`config.mk`:
```
export PLATFORM = sky130hd
export DESIGN_NAME = axi4_write_tracker_rtl
export DESIGN_NICKNAME = d
export VERILOG_FILES = /design/src/rtl/axi4_tracker_pkg.sv /design/src/rtl/axi4_tracker_aw_fifo.sv /design/src/rtl/axi4_write_tracker_rtl.sv
export SDC_FILE = /design/constraint.sdc
export NUM_CORES = 1
export LEC_CHECK = 0
export CAP_MARGIN = 30
export CORE_MARGIN = 5
export CORE_UTILIZATION = 55
export DETAILED_ROUTE_END_ITERATION = 10
export GPL_TIMING_DRIVEN = 0
export PLACE_DENSITY = 0.89
export SETUP_SLACK_MARGIN = 0.2
export SYNTH_ARGS = -nofsm -noshare
export SYNTH_HDL_FRONTEND = slang
export SYNTH_SLANG_ARGS = --single-unit
```
`constraint.sdc`:
```
create_clock -name i_clock -period 5.7 [get_ports i_clock]
set_input_delay 1.425 -clock i_clock [delete_from_list [all_inputs] [get_ports i_clock]]
set_output_delay 1.425 -clock i_clock [all_outputs]
set_load 0.005 [all_outputs]
```
`src/rtl/axi4_tracker_pkg.sv`:
```
// Shared constants and types for the passive AXI4 write-port tracker.
package axi4_tracker_pkg;

    localparam int unsigned ERR_AW_OVF       = 0;
    localparam int unsigned ERR_W_ORPHAN     = 1;
    localparam int unsigned ERR_EARLY_LAST   = 2;
    localparam int unsigned ERR_MISSING_LAST = 3;
    localparam int unsigned ERR_B_ORPHAN     = 4;
    localparam int unsigned ERR_B_RESP       = 5;
    localparam int unsigned ERR_SIZE         = 6;
    localparam int unsigned ERR_BITS         = 7;

    typedef enum logic [1:0] {
        OKAY   = 2'b00,
        EXOKAY = 2'b01,
        SLVERR = 2'b10,
        DECERR = 2'b11
    } axi_resp_e;

    // Default-width AW entry; the tracker passes its own parameter-sized entry type to the FIFO.
    typedef struct packed {
        logic [31:0] addr;
        logic [2:0]  size;
        logic [7:0]  len;
    } aw_entry_t;

endpackage

```
`src/rtl/axi4_tracker_aw_fifo.sv`:
```
// Synchronous FIFO of accepted AW bursts; a push while full is accepted when a pop frees a slot.
module axi4_tracker_aw_fifo
    import axi4_tracker_pkg::*;
#(
    parameter int unsigned DEPTH = 4,
    parameter type T = aw_entry_t
) (
    input  logic                       i_clock,
    input  logic                       i_reset,
    input  logic                       i_push,
    input  T                           i_data,
    input  logic                       i_pop,
    output T                           o_head,
    output logic                       o_full,
    output logic                       o_empty,
    output logic [$clog2(DEPTH+1)-1:0] o_count,
    output logic                       o_overflow
);

    localparam int unsigned PTR_BITS = $clog2(DEPTH);
    localparam int unsigned CNT_BITS = $clog2(DEPTH + 1);

    T                      r_mem [DEPTH];
    logic [PTR_BITS-1:0]   r_wr_ptr;
    logic [PTR_BITS-1:0]   r_rd_ptr;
    logic [CNT_BITS-1:0]   r_count;
    logic                  w_push_ok;
    logic                  w_pop_ok;

    always_comb begin
        o_full     = (r_count == CNT_BITS'(DEPTH));
        o_empty    = (r_count == '0);
        w_pop_ok   = i_pop & !o_empty;
        w_push_ok  = i_push & (!o_full | w_pop_ok);
        o_overflow = i_push & o_full & !w_pop_ok;
        o_head     = r_mem[r_rd_ptr];
        o_count    = r_count;
    end

    always_ff @(posedge i_clock) begin
        if (i_reset) begin
            r_wr_ptr <= '0;
            r_rd_ptr <= '0;
            r_count  <= '0;
        end else begin
            if (w_push_ok) r_wr_ptr <= r_wr_ptr + PTR_BITS'(1);
            if (w_pop_ok)  r_rd_ptr <= r_rd_ptr + PTR_BITS'(1);
            r_count <= r_count + CNT_BITS'(w_push_ok) - CNT_BITS'(w_pop_ok);
        end
    end

    always_ff @(posedge i_clock) begin
        if (w_push_ok) r_mem[r_wr_ptr] <= i_data;
    end

endmodule

```
`src/rtl/axi4_write_tracker_rtl.sv`:
```
// Passive AXI4 write-port tracker: matches W beats to queued AW bursts, counts B responses,
// and reports completed bursts, byte/burst statistics and sticky protocol errors.
module axi4_write_tracker_rtl
    import axi4_tracker_pkg::*;
#(
    parameter int unsigned ADDR_BITS = 32,
    parameter int unsigned SIZE_BITS = 3,
    parameter int unsigned LEN_BITS  = 8,
    parameter int unsigned DATA_BITS = 64,
    parameter int unsigned AW_DEPTH  = 4,
    parameter int unsigned CNT_BITS  = 32
) (
    input  logic                             i_clock,
    input  logic                             i_reset,
    input  logic                             i_clear,
    input  logic                             i_aw_fire,
    input  logic [ADDR_BITS-1:0]             i_aw_addr,
    input  logic [SIZE_BITS-1:0]             i_aw_size,
    input  logic [LEN_BITS-1:0]              i_aw_len,
    input  logic                             i_w_fire,
    input  logic                             i_w_last,
    input  logic                             i_b_fire,
    input  logic [1:0]                       i_b_resp,
    output logic [$clog2(2*AW_DEPTH+1)-1:0]  o_outstanding,
    output logic                             o_done_valid,
    output logic [ADDR_BITS-1:0]             o_done_addr,
    output logic [LEN_BITS:0]                o_done_beats,
    output logic [CNT_BITS-1:0]              o_bytes_written,
    output logic [CNT_BITS-1:0]              o_bursts_done,
    output logic [ERR_BITS-1:0]              o_err,
    output logic                             o_err_any
);

    localparam int unsigned LOG_BYTES = $clog2(DATA_BITS / 8);
    localparam int unsigned OUT_BITS  = $clog2(2 * AW_DEPTH + 1);
    localparam int unsigned FCNT_BITS = $clog2(AW_DEPTH + 1);
    localparam logic [SIZE_BITS-1:0] MAX_SIZE = SIZE_BITS'(LOG_BYTES);

    typedef struct packed {
        logic [ADDR_BITS-1:0] addr;
        logic [SIZE_BITS-1:0] size;
        logic [LEN_BITS-1:0]  len;
    } entry_t;

    entry_t                 w_aw_entry;
    entry_t                 w_head;
    entry_t                 w_cur;
    logic                   w_fifo_full;
    logic                   w_fifo_empty;
    logic                   w_fifo_ovf;
    logic [FCNT_BITS-1:0]   w_fifo_count;
    logic                   w_push;
    logic                   w_pop;
    logic                   w_bypass;
    logic                   w_beat;
    logic                   w_last_hit;
    logic                   w_end;
    logic                   w_size_big;
    logic                   w_pend_ovf;
    logic                   w_b_orphan;
    logic [SIZE_BITS-1:0]   w_shift;
    logic [CNT_BITS:0]      w_beat_bytes;
    logic [CNT_BITS:0]      w_bytes_sum;
    logic [ERR_BITS-1:0]    w_err_set;
    logic [FCNT_BITS-1:0]   w_pend_d;
    logic [LEN_BITS-1:0]    w_beat_cnt_d;
    logic [CNT_BITS-1:0]    w_bytes_d;
    logic [CNT_BITS-1:0]    w_bursts_d;
    logic [ERR_BITS-1:0]    w_err_d;

    logic [FCNT_BITS-1:0]   r_pend;
    logic [LEN_BITS-1:0]    r_beat_cnt;
    logic                   r_done_valid;
    logic [ADDR_BITS-1:0]   r_done_addr;
    logic [LEN_BITS:0]      r_done_beats;
    logic [CNT_BITS-1:0]    r_bytes;
    logic [CNT_BITS-1:0]    r_bursts;
    logic [ERR_BITS-1:0]    r_err;
    logic                   r_err_any;

    axi4_tracker_aw_fifo #(
        .DEPTH (AW_DEPTH),
        .T     (entry_t)
    ) u_aw_fifo (
        .i_clock    (i_clock),
        .i_reset    (i_reset),
        .i_push     (w_push),
        .i_data     (w_aw_entry),
        .i_pop      (w_pop),
        .o_head     (w_head),
        .o_full     (w_fifo_full),
        .o_empty    (w_fifo_empty),
        .o_count    (w_fifo_count),
        .o_overflow (w_fifo_ovf)
    );

    // Burst matching: a beat arriving with an empty FIFO binds to the same-cycle AW.
    always_comb begin
        w_aw_entry.addr = i_aw_addr;
        w_aw_entry.size = i_aw_size;
        w_aw_entry.len  = i_aw_len;
        w_bypass   = i_w_fire & w_fifo_empty & i_aw_fire;
        w_cur      = w_bypass ? w_aw_entry : w_head;
        w_beat     = i_w_fire & (!w_fifo_empty | i_aw_fire);
        w_last_hit = (r_beat_cnt == w_cur.len);
        w_end      = w_beat & (i_w_last | w_last_hit);
        // A bypassed burst that ends on its first beat never needs a FIFO slot.
        w_push     = i_aw_fire & !(w_bypass & w_end);
        w_pop      = w_end & !w_bypass;
        w_size_big = (w_cur.size > MAX_SIZE);
        w_shift    = w_size_big ? MAX_SIZE : w_cur.size;
        w_beat_bytes = (CNT_BITS + 1)'(1) << w_shift;
        w_bytes_sum  = {1'b0, r_bytes} + w_beat_bytes;

        w_beat_cnt_d = r_beat_cnt;
        if (w_end)       w_beat_cnt_d = '0;
        else if (w_beat) w_beat_cnt_d = r_beat_cnt + LEN_BITS'(1);
    end

    // Response bookkeeping: burst end and B in the same cycle cancel out.
    always_comb begin
        w_pend_d   = r_pend;
        w_pend_ovf = 1'b0;
        w_b_orphan = 1'b0;
        if (w_end && !i_b_fire) begin
            if (r_pend == FCNT_BITS'(AW_DEPTH)) w_pend_ovf = 1'b1;
            else                                w_pend_d   = r_pend + FCNT_BITS'(1);
        end else if (!w_end && i_b_fire) begin
            if (r_pend == '0) w_b_orphan = 1'b1;
            else              w_pend_d   = r_pend - FCNT_BITS'(1);
        end
    end

    always_comb begin
        w_err_set                   = '0;
        w_err_set[ERR_AW_OVF]       = (i_aw_fire & w_fifo_ovf) | w_pend_ovf;
        w_err_set[ERR_W_ORPHAN]     = i_w_fire & w_fifo_empty & !i_aw_fire;
        w_err_set[ERR_EARLY_LAST]   = w_beat & i_w_last & (r_beat_cnt < w_cur.len);
        w_err_set[ERR_MISSING_LAST] = w_beat & w_last_hit & !i_w_last;
        w_err_set[ERR_B_ORPHAN]     = w_b_orphan;
        w_err_set[ERR_B_RESP]       = i_b_fire & (i_b_resp != OKAY);
        w_err_set[ERR_SIZE]         = w_beat & w_size_big;

        // Clear wins over same-cycle statistics, but errors raised this cycle survive it.
        w_err_d    = (i_clear ? '0 : r_err) | w_err_set;
        w_bytes_d  = r_bytes;
        w_bursts_d = r_bursts;
        if (i_clear) begin
            w_bytes_d  = '0;
            w_bursts_d = '0;
        end else begin
            if (w_beat) w_bytes_d = w_bytes_sum[CNT_BITS] ? '1 : w_bytes_sum[CNT_BITS-1:0];
            if (w_end && r_bursts != '1) w_bursts_d = r_bursts + CNT_BITS'(1);
        end
    end

    always_ff @(posedge i_clock) begin
        if (i_reset) begin
            r_pend       <= '0;
            r_beat_cnt   <= '0;
            r_done_valid <= 1'b0;
            r_done_addr  <= '0;
            r_done_beats <= '0;
            r_bytes      <= '0;
            r_bursts     <= '0;
            r_err        <= '0;
            r_err_any    <= 1'b0;
        end else begin
            r_pend       <= w_pend_d;
            r_beat_cnt   <= w_beat_cnt_d;
            r_done_valid <= w_end;
            if (w_end) begin
                r_done_addr  <= w_cur.addr;
                r_done_beats <= {1'b0, r_beat_cnt} + (LEN_BITS + 1)'(1);
            end
            r_bytes      <= w_bytes_d;
            r_bursts     <= w_bursts_d;
            r_err        <= w_err_d;
            r_err_any    <= |w_err_d;
        end
    end

    assign o_outstanding   = OUT_BITS'(w_fifo_count) + OUT_BITS'(r_pend);
    assign o_done_valid    = r_done_valid;
    assign o_done_addr     = r_done_addr;
    assign o_done_beats    = r_done_beats;
    assign o_bytes_written = r_bytes;
    assign o_bursts_done   = r_bursts;
    assign o_err           = r_err;
    assign o_err_any       = r_err_any;

endmodule

```
==> results.md <==
- Power per cell area: 355 mW/mm2
- Post-Layout Cell Count: 1482
- Largest family of logic cells by synthesized area: simple AND/OR/NAND/NOR gates
- Most frequent cells in the layout: edfxtp_1, clkdlybuf4s50_1, dfxtp_1, nor2_1, xor2_1
- Vias per cell: 6.11
- CTS max path bufs: 3
- Layout cells sized above 1: 0.106
- # resized after CTS: 2
- Register area share after synthesis: 0.615
- Final slew viol count: 0
- Clk sinks: 306
- CTS root buffer: clkbuf_16
- Worst VDD drop: 0.301 mV
- Final setup fails: 0
- First-pass GRT wire length: 49500 um
- Die area: 0.0263 mm2
- Setup CP Type: reg -> reg
- TritonCTS clock tree: built
- Fmax: 0.201 GHz
- Largest area contributor in the netlist: edfxtp_1
- Reg clk slew, reported paths: 0.06 ns
- Die height: 162 um
- I/O pin count: 170
- Worst Max-Slew Pin Slew: 0.963 ns
- Seq cells post-synth: 306
- Setup crit start kind: register
- Final core occ: 0.699
- Die W: 162 um
- Post-synthesis mux area share: 0.0837
- Storage element area: 0.00785 mm2
- Mapped cell area: 0.0128 mm2
- Setup WS pre-CTS: -0.750 ns
- Placed Cells: 1423
- Detailed Routing Iterations Pass 1: 6
- CTS Buf Count: 31
- Post-DP HPWL: 21800 um
- Initial antenna violation count: 2
- Post-CTS Setup Repair Bufs: 0
- Final Total Pwr: 5.63 mW
- Area Overhead vs Synth: 24.4%
- Compound-cell area share of the yosys netlist: 0.0905
- Fraction of registers with async set/reset: 0
- EDFF count, synth: 172
- Tot GR Track Use: 0.234
- Core area: 0.0227 mm2
- Layout fillers: 1534
- Synth Area in Simple Gates: 0.111
- Vias in the first global route: 9054
- Synth Area per Inst: 13.2 um2
- Post-synthesis xor/xnor area fraction: 0.0446
- Grt ovf: 0
- Yosys warns: 0
- Commonest non-fill, non-tap cell in the layout: edfxtp_1
- H-Tree Level Count: 1
- Nets: 1256
- Drt first-iter violations: 1033
- Period utilisation layout: 0.872
- Largest net degree at the start of global routing: 30
- DRT Wirelength: 31300 um
- Post-Synth Adder-Cell Area: 0.0347
- Antenna viol nets, final: 0
- Arrival time at the worst endpoint: 5.40 ns
- Ys flop type: edfxtp_1
- Design Area, Final: 0.0159 mm2
- Wirelength per Cell: 21.2 um
- Initial Utilization: 0.562
- Max-cap violation count: 0
- Lkg Pwr: 5.49 nW
- Remaining DRCs: 0
- Setup TNS: 0 ns
- Status: complete, no violations
- Fin worst setup slack: 0.727 ns
- Worst path required time: 6.12 ns
- Hold WS: 0.457 ns
- Port Buffers: 168
- Via count: 9051
- Crit-path max FO: 10
- Clk_lat worst skew: 0.57 ns
- RSZ-0062 raised after global routing: false
- GPL Wtd Cong: 0.923
- Worst Hold Class: reg -> reg
- Top cell type's share of synthesized area: 0.405
- Final hold vios: 0
- Min cycle time layout: 4.97 ns
- Placed Area: 0.0149 mm2
- Multi-input gate area: 0.00469 mm2
- Crit path capture type: register
- Count of different cell masters after synthesis: 67
- Max_slew headroom: 0.351
- Synthesized instance count: 963
- Site Rows: 55
- Clk_skew: 0.00867 ns
- Synth area leaders: edfxtp_1, dfxtp_1, mux4_2
- Post-CTS Hold Fix Bufs: 0
cell usage after synthesis, drive strengths merged, types with 10 or more instances:
cell / count
xor2: 47
clkbuf: 34
a211oi: 12
and2: 10
nor2: 112
and3: 10
mux2i: 10
inv: 20
a21o: 10
a222oi: 32
dfxtp: 134
edfxtp: 172
nor3: 20
xnor2: 18
a21oi: 33
mux4: 43
nand3: 30
o21ai: 22
buf: 12
nand2: 45
ha: 29
nand4: 28
logic make-up after synthesis:
group                    after synthesis
AO/OA/AOI/OAI                        150
other                                  1
buffers and inverters                 66
XOR/XNOR                              65
multiplexers                          53
AND/OR/NAND/NOR                      289
adder cells (fa/ha/maj)               33
flip-flops                           306
area by class of cell:
type	count	area share
antenna	1	0.000158
buffer	46	0.0121
clock buffer	47	0.0552
clock inverter	11	0.00441
inverter	20	0.00489
multi-input combinational	594	0.295
sequential	306	0.494
tap	285	0.0225
timing repair buffer	172	0.111
where the power goes:
group	switching, mW	leakage (nW)	internal (mW)
combinational	0.569	2.36	0.502
sequential	0.108	2.66	2.57
clock	0.829	0.465	1.06
registers in the layout (all words and copies together), names as in the netlist, named ones only:
register            flops
o_bursts_done          32
o_bytes_written        32
o_done_addr            32
o_done_beats            9
o_done_valid            1
o_err                   7
o_err_any               1
r_beat_cnt              8
r_pend                  3
u_aw_fifo.o_count       3
u_aw_fifo.r_mem       172
u_aw_fifo.r_rd_ptr      2
u_aw_fifo.r_wr_ptr      2
final timing paths:
path / from / end / slack, ns / cells after the start
worst max-delay path: register / u_aw_fifo.o_count[2] / 0.73 / 15
worst min-delay path: o_done_beats[1] / o_done_beats[1] / 0.46 / 2
worst min register to register: o_done_beats[1] / o_done_beats[1] / 0.46 / 2
worst max register to register: register / u_aw_fifo.o_count[2] / 0.73 / 15
metal layers:
layer	part of all wire	track usage
met5	0.00041	0
met4	0.022	0.0569
met3	0.092	0.0464
met2	0.48	0.386
met1	0.40	0.323
critical path, cell delays in order, from the launching register on:
cell and delay [ns]:
dfxtp_1 0.30, clkbuf_1 0.35, clkbuf_1 0.53, mux4_2 0.41, mux2i_1 0.27, ha_1 0.30, and4_1 0.25, a21oi_2 0.39
nor2_1 0.30, a311oi_2 0.66, ha_1 0.25, inv_1 0.05, fa_1 0.37, xor2_1 0.16, xnor2_1 0.17, nor2_1 0.06
Power figures use the tool's default switching activity.
